## config.mk

```make
export PLATFORM = sky130hd
export DESIGN_NAME = multicycle_ctrl_unit
export DESIGN_NICKNAME = d
export VERILOG_FILES = /design/src/rtl/multicycle_ctrl_unit.sv
export SDC_FILE = /design/constraint.sdc
export NUM_CORES = 1
export LEC_CHECK = 0
export BUFFER_PORTS_ARGS = -buffer_cell sky130_fd_sc_hd__buf_2
export CAP_MARGIN = 20
export CORE_AREA = 5 5 75 77
export CTS_CLUSTER_SIZE = 10
export DETAILED_ROUTE_END_ITERATION = 8
export DIE_AREA = 0 0 80 82
export GPL_TIMING_DRIVEN = 0
export SLEW_MARGIN = 25
export SYNTH_ARGS = -nofsm -noshare
export SYNTH_HDL_FRONTEND = slang
export SYNTH_SLANG_ARGS = --single-unit
```

## constraint.sdc

```tcl
create_clock -name clk -period 3.5 [get_ports clk]
set_input_delay 0.525 -clock clk [delete_from_list [all_inputs] [get_ports clk]]
set_output_delay 0.525 -clock clk [all_outputs]
set_load 0.03 [all_outputs]
```

## src/rtl/multicycle_ctrl_unit.sv

```systemverilog
`default_nettype none
// ============================================================================
// multicycle_ctrl_unit : multicycle RV32I-subset control FSM driving extended_ALU
// Build option TRAP_ON_ERROR_EN : ALU error flag in EXECUTE forces TRAP.  Rev 1.0
// ============================================================================
module multicycle_ctrl_unit #(
    parameter int RETIRE_W = 16
) (
    input  logic                clk,
    input  logic                rst,
    input  logic [31:0]         instr,
    input  logic                mem_ready,
    input  logic                flagZ,
    input  logic                flagNegativo,
    input  logic                flagError,
    output logic                srcA_SEL,
    output logic                srcB_SEL,
    output logic [3:0]          SEL_OP,
    output logic                ir_write,
    output logic                tgt_write,
    output logic                pc_write,
    output logic                pc_src,
    output logic                reg_write,
    output logic                wb_sel,
    output logic                mem_read,
    output logic                mem_write,
    output logic                trap,
    output logic [RETIRE_W-1:0] retired
);

    typedef enum logic [2:0] {
        S_FETCH     = 3'd0,
        S_DECODE    = 3'd1,
        S_EXECUTE   = 3'd2,
        S_MEMORY    = 3'd3,
        S_WRITEBACK = 3'd4,
        S_TRAP      = 3'd5
    } state_t;

    localparam logic [6:0] OPC_R      = 7'b0110011;
    localparam logic [6:0] OPC_I      = 7'b0010011;
    localparam logic [6:0] OPC_LOAD   = 7'b0000011;
    localparam logic [6:0] OPC_STORE  = 7'b0100011;
    localparam logic [6:0] OPC_BRANCH = 7'b1100011;

    localparam logic [3:0] OP_ADD  = 4'b0000;
    localparam logic [3:0] OP_SUB  = 4'b0001;
    localparam logic [3:0] OP_AND  = 4'b0010;
    localparam logic [3:0] OP_OR   = 4'b0011;
    localparam logic [3:0] OP_XOR  = 4'b0100;
    localparam logic [3:0] OP_SLL  = 4'b0101;
    localparam logic [3:0] OP_SRL  = 4'b0110;
    localparam logic [3:0] OP_SRA  = 4'b0111;
    localparam logic [3:0] OP_SLT  = 4'b1000;
    localparam logic [3:0] OP_SLTU = 4'b1001;

    localparam logic [31:0]         IR_RESET = 32'h0000_0013;
    localparam logic [RETIRE_W-1:0] RET_ONE  = {{(RETIRE_W-1){1'b0}}, 1'b1};

    state_t              state_q, state_d;
    logic [31:0]         ir_q;
    logic [RETIRE_W-1:0] retired_q;
    logic                retire;

    logic [6:0] opcode;
    logic [2:0] funct3;
    logic       alt;
    logic       is_r, is_i, is_load, is_store, is_branch, is_valid;
    logic       br_ok, br_taken, alu_fault;
    logic [3:0] alu_op;
    logic       unused_bits;

    assign opcode    = ir_q[6:0];
    assign funct3    = ir_q[14:12];
    assign alt       = ir_q[30];
    assign is_r      = (opcode == OPC_R);
    assign is_i      = (opcode == OPC_I);
    assign is_load   = (opcode == OPC_LOAD);
    assign is_store  = (opcode == OPC_STORE);
    assign is_branch = (opcode == OPC_BRANCH);
    assign is_valid  = is_r | is_i | is_load | is_store | is_branch;

`ifdef TRAP_ON_ERROR_EN
    assign alu_fault   = flagError;
    assign unused_bits = ^{ir_q[31], ir_q[29:15], ir_q[11:7]};
`else
    assign alu_fault   = 1'b0;
    assign unused_bits = ^{flagError, ir_q[31], ir_q[29:15], ir_q[11:7]};
`endif

    // Bit 30 selects SUB only for register ops; for I-type it is immediate data except SRAI.
    always_comb begin
        alu_op = OP_ADD;
        case (funct3)
            3'b000:  alu_op = (is_r && alt) ? OP_SUB : OP_ADD;
            3'b001:  alu_op = OP_SLL;
            3'b010:  alu_op = OP_SLT;
            3'b011:  alu_op = OP_SLTU;
            3'b100:  alu_op = OP_XOR;
            3'b101:  alu_op = alt ? OP_SRA : OP_SRL;
            3'b110:  alu_op = OP_OR;
            default: alu_op = OP_AND;
        endcase
    end

    always_comb begin
        br_ok    = 1'b1;
        br_taken = 1'b0;
        case (funct3)
            3'b000:  br_taken = flagZ;
            3'b001:  br_taken = ~flagZ;
            3'b100:  br_taken = flagNegativo;
            3'b101:  br_taken = ~flagNegativo;
            default: br_ok    = 1'b0;
        endcase
    end

    always_comb begin
        state_d   = state_q;
        retire    = 1'b0;
        srcA_SEL  = 1'b0;
        srcB_SEL  = 1'b0;
        SEL_OP    = OP_ADD;
        ir_write  = 1'b0;
        tgt_write = 1'b0;
        pc_write  = 1'b0;
        pc_src    = 1'b0;
        reg_write = 1'b0;
        wb_sel    = 1'b0;
        mem_read  = 1'b0;
        mem_write = 1'b0;
        case (state_q)
            S_FETCH: begin
                mem_read = 1'b1;
                if (mem_ready) begin
                    ir_write = 1'b1;
                    pc_write = 1'b1;
                    state_d  = S_DECODE;
                end
            end
            S_DECODE: begin
                srcA_SEL  = 1'b1;
                srcB_SEL  = 1'b1;
                tgt_write = 1'b1;
                state_d   = is_valid ? S_EXECUTE : S_TRAP;
            end
            S_EXECUTE: begin
                if (is_r) begin
                    SEL_OP = alu_op;
                end else if (is_i) begin
                    srcB_SEL = 1'b1;
                    SEL_OP   = alu_op;
                end else if (is_load || is_store) begin
                    srcB_SEL = 1'b1;
                end else begin
                    SEL_OP = OP_SUB;
                end

                // A fault must suppress the branch PC update as well as later stages.
                if (alu_fault || (is_branch && !br_ok)) begin
                    state_d = S_TRAP;
                end else if (is_branch) begin
                    pc_write = br_taken;
                    pc_src   = br_taken;
                    retire   = 1'b1;
                    state_d  = S_FETCH;
                end else if (is_load || is_store) begin
                    state_d = S_MEMORY;
                end else begin
                    state_d = S_WRITEBACK;
                end
            end
            S_MEMORY: begin
                mem_read  = is_load;
                mem_write = is_store;
                if (mem_ready) begin
                    retire  = is_store;
                    state_d = is_store ? S_FETCH : S_WRITEBACK;
                end
            end
            S_WRITEBACK: begin
                reg_write = 1'b1;
                wb_sel    = is_load;
                retire    = 1'b1;
                state_d   = S_FETCH;
            end
            S_TRAP: begin
                state_d = S_TRAP;
            end
            default: begin
                state_d = S_FETCH;
            end
        endcase

        if (rst) begin
            ir_write  = 1'b0;
            tgt_write = 1'b0;
            pc_write  = 1'b0;
            pc_src    = 1'b0;
            reg_write = 1'b0;
            wb_sel    = 1'b0;
            mem_read  = 1'b0;
            mem_write = 1'b0;
        end
    end

    always_ff @(posedge clk) begin
        if (rst) begin
            state_q   <= S_FETCH;
            ir_q      <= IR_RESET;
            retired_q <= '0;
        end else begin
            state_q <= state_d;
            if (ir_write) begin
                ir_q <= instr;
            end
            if (retire) begin
                retired_q <= retired_q + RET_ONE;
            end
        end
    end

    assign trap    = (state_q == S_TRAP);
    assign retired = retired_q;

endmodule

`default_nettype wire

```

======== Yosys cells after proc, flatten, opt, wreduce, memory -nomap -nowiden ========
Cells that the tools add are included.
Widths: inputs -> output; s select.
operators by class
  add/sub/neg operators ................... 1
  eq/ne operators ......................... 18
  multiplexer cells ....................... 44
  bitwise operators ....................... 6
  reduce and logical (&&, ||, !) cells .... 8
operators by type and width
  operator               count
  $pmux 4 s7             1
  $mux 1                 27
  $mux 3                 7
  $add 16x1->16 const B  1
  $eq 3x3->1 const B     5
  $pmux 3 s5             1
  $eq 7x6->1 const B     2
  $eq 3x2->1 const B     4
  $mux 4                 3
  $eq 7x2->1 const B     1
  $eq 7x5->1 const B     1
  $eq 7x7->1 const B     1
  $eq 3x1->1 const B     2
  $logic_not 3->1        2
  $pmux 1 s2             3
  $ne 2x2->1 const B     2
  $or 1x1->1             4
  $pmux 1 s4             1
  $reduce_or 4->1        1
  $pmux 1 s3             1
  $logic_and 1x1->1      2
  $not 1->1              2
  $reduce_and 2->1       1
  $logic_not 1->1        1
  $logic_or 1x1->1       1
word-level totals
  flip-flop bits (word level) ............. 50
  bits of input ports ..................... 38
  output and inout bits ................... 31
  logic and storage cells ................. 80

======== Logic depth before layout (Yosys ltp) ========
  word-level depth ........................ 8
  depth in mapped cells ................... 7
  depth with buffers taken out ............ 6

======== Worst setup path before layout ========
Ideal clock, no wire load.
  kind .................................... reg2out
  from .................................... register state_q[1]
  to ...................................... output mem_write
  arrival time ............................ 1.947 ns
  required time ........................... 2.975 ns
  path slack .............................. 1.028 ns
  stages on the path, launching flop included .. 5
  path buffers ............................ 1
  cell sequence ........................... dfxtp_1 clkbuf_1 nand2_1 nor3_1 nor4b_1
on the way
  cells in the longest elaborated chain, start to end .. 3
ends and longest elaborated chain
  what                    RTL line  RTL
  start, declared         60        state_t state_q, state_d;
  start signal, assigned  213       state_q <= state_d;
  $eq 3x2->1              132       case (state_q)
  $mux 1                  132
  $mux 1                  195       if (rst) begin
  end, declared           26        output logic mem_write,
Every way passes these cells.

======== Worst setup path in the final report ========
  from .................................... register state_q[0]
  to ...................................... output wb_sel
on the way
  cells in the longest elaborated chain, start to end .. 3
ends and longest elaborated chain
  what           RTL line  RTL
  $eq 3x3->1     132
  $mux 1         132
  $mux 1         195
  end, declared  24        output logic wb_sel,
Every way passes these cells.

==> results by group <==
Outcome
  • Status: complete, no violations

Finish
  • FILL cells: about 540
  • Syn-to-layout area delta: 25.5%
  • Fin nets: approximately 320
  • Reg area: 601 µm²
  • Multi-input gate area: 1100 µm²
  • Final std cells w/o fill: between 300 and 400
  • Share of cells above drive strength 1: 26.3%
  • Diode count: 0

Setup path
  • Worst r2r path cells: 7
  • CP Class: reg -> out
  • Setup crit end kind: output port
  • CP Data Arrival Time: between 2000 and 2500 ps
  • Cell chain of the critical path: buf_2 > nor2_2 > nand2_1 > buf_2 > nor2_1 > and2_1 > buf_2
  • Critical-path cell with the highest stage delay: dfxtp_1
  • Most frequent CP cell: buf_2
  • Worst Setup Start Kind: flop
  • WP data required: between 2000 and 3000 ps
  • Critical Path Fanout Max: 10
  • CP peak stage delay: roughly 440 ps

STA
  • Max Clk Rate: 384 MHz
  • Final Max Slew Viols: 0
  • Final hold slack: approximately 450 ps
  • Final setup vio count: 0
  • Rel. slew slack: roughly 63%
  • Worst Max-Slew Pin Slew: roughly 560 ps
  • Setup TNS: 0 ps
  • RSZ-0062 raised after global routing: no
  • Post-layout min period: 2610 ps
  • Final period utilization: ~74%
  • Fin. Hold Viols: 0
  • Clock Skews: roughly 6.7 ps

GRT
  • Largest net degree at the start of global routing: 11
  • Initial antenna violation count: 0
  • Met1 Use GR: around a fifth
  • First-pass GRT wire length: 7930 µm
  • Busiest grt layer: met2
  • Total track usage: between 15 and 20%
  • Number of global-route vias before repair: about 1,700
  • Met3 usage: under 10%
  • Grt total ovfl: 0
  • Met2 Usage GRT: 25.6%

Synth
  • Top-area cell type share of the netlist area: roughly a third
  • Avg Inst Size Synth: slightly below 8 µm²
  • Post-Synthesis Net Count: ~260
  • Top post-synthesis cells by count: nand2_1, dfxtp_1, nor2_1
  • Ys flop type: dfxtp_1
  • Sequential-to-total area share from yosys stat: 33.6%
  • Leading area contributor after synthesis: dfxtp_1
  • Yosys cell types: 51
  • Mapped Cells: 225
  • Synthesized area: 1790 µm²
  • Most common cell in the synthesized netlist: nand2_1
  • Ys async rst share: 0%
  • YS warnings: 0
  • Synth area leaders: dfxtp_1, xnor2_1, nand2_1, nor2_1, a21oi_1
  • Post-synth EDFFs: 0
  • Yosys reg bits: 30

Clocking
  • Clk buf depth: 2
  • TritonCTS Buffers: 5
  • Post-CTS Setup Repair Bufs: 0
  • CTS Hold Bufs: 0
  • Worst-path clk slew: approximately 70 ps
  • Post-CTS Resized: 0
  • Clk_lat worst skew: ~280 ps
  • Clock H-tree levels: 2
  • TritonCTS clock tree: yes
  • CTS root buffer: clkbuf_8
  • Clock Sinks: 30

Floorplanning
  • Die area: 6560 µm²
  • Rows: 26
  • Die Wd: ~80 µm
  • Initial core utilization: a little over a third
  • Io pins: slightly below 70
  • CORE AREA: about 4900 µm²
  • Die H: roughly 82 µm

Drt
  • Routed via count: between 1,500 and 2,000
  • DRC violations left: 0
  • Drt total wl: 4810 µm
  • DR vias/cell: roughly 5.1
  • Drt wl/cell: roughly 14 µm
  • Initial DRC count: 97
  • Initial DRT Pass Iterations: 4
  • Antenna viol nets, final: 0

Place
  • PortBufs: between 40 and 50
  • DP HPWL: around 3500 µm
  • Placed insts: 340
  • GP Congestion: between 0.8 and 0.9

Worst hold path
  • Hold/Removal Path Class: in -> reg
  • Hold Path Depth: 3

Power
  • Peak VDD IR: 0.000278 V
  • Total power: between 1 and 1.5 mW
  • PD cells: roughly 480 nW/µm²
  • Pleak: 0.865 nW

Job
  • Max-Cap Viols: 0
[per-layer routing]
layer | vias to the layer above | part of all wire (%)
li1 | 891 | -
met1 | 834 | 47
met2 | 47 | 46
met3 | 6 | 6.0
met4 | 0 | 1.2
met5 | - | 0
[cells by family (layout without fill, tap and decap cells)]
family / count (synthesis) / in the layout / share of synthesized area [%]
XOR/XNOR: 16 / 16 / 7.84
AO/OA/AOI/OAI: 48 / 48 / 20.1
buffers and inverters: 19 / 72 / 4.90
flip-flops: 30 / 30 / 33.6
multiplexers: 2 / 2 / 1.12
AND/OR/NAND/NOR: 109 / 109 / 31.7
adder cells (fa/ha/maj): 1 / 1 / 0.700
[critical path: cells and delay by family, from the launching register on]
kind / cells / cell delay [ps]
AND/OR/NAND/NOR: 4 / 620
flip-flops: 1 / 440
buffers and inverters: 3 / 740
[power breakdown]
| group | switching [mW] | internal [mW] |
|---|---|---|
| sequential | 0.0183 | 0.363 |
| combinational | 0.168 | 0.0844 |
| clock | 0.136 | 0.304 |
| total | 0.322 | 0.751 |
[registers in the layout (all words and copies together), names as in the netlist]
register  cells
ir_q         11
state_q       3
retired      16
[through the flow]
| step | instance area (µm²) | util (%) | setup slack, ps |
|---|---|---|---|
| 6_report | 2240 | 45.3 | 894 |
| 5_1_grt | 2240 | 45.3 | 687 |
| 4_1_cts | 2240 | 45.3 | 873 |
| 3_5_place_dp | 2100 | 42.5 | 1190 |
| 3_3_place_gp | 2100 | 42.5 | 1190 |
| 2_1_floorplan | 1790 | - | 1030 |
[path summary, 6_finish.rpt]
| path | start | slack, ps | to |
|---|---|---|---|
| worst max-delay path | state_q[0]$_SDFFE_PP0P_ | 890 | wb_sel |
| worst min-delay path | instr[0] | 450 | ir_q[0]$_SDFFE_PP1P_ |
| worst min register to register | ir_q[30]$_SDFFE_PP0P_ | 460 | ir_q[30]$_SDFFE_PP0P_ |
| worst max register to register | state_q[0]$_SDFFE_PP0P_ | 1660 | retired[10]$_SDFFE_PP0P_ |
[final cells by class]
| type | count | share of cell area, % |
|---|---|---|
| well taps | 70 | 3.91 |
| flip-flops and latches | 30 | 26.8 |
| repair buffers | 45 | 10.0 |
| clock buffers | 6 | 3.68 |
| multi-input cells | 176 | 49.0 |
| plain buffers | 15 | 3.24 |
| clock inverters | 2 | 2.68 |
| inverters | 4 | 0.670 |
[placed cells by master (no fill, tap or decap), types with 5 or more instances in the layout]
cell / count
a211oi_1: 5
a21oi_1: 18
buf_2: 49
clkbuf_1: 9
clkbuf_8: 6
dfxtp_1: 30
nand2_1: 33
nand3_1: 9
nor2_1: 30
o21ai_0: 8
xnor2_1: 16
Power figures use the tool's default switching activity.
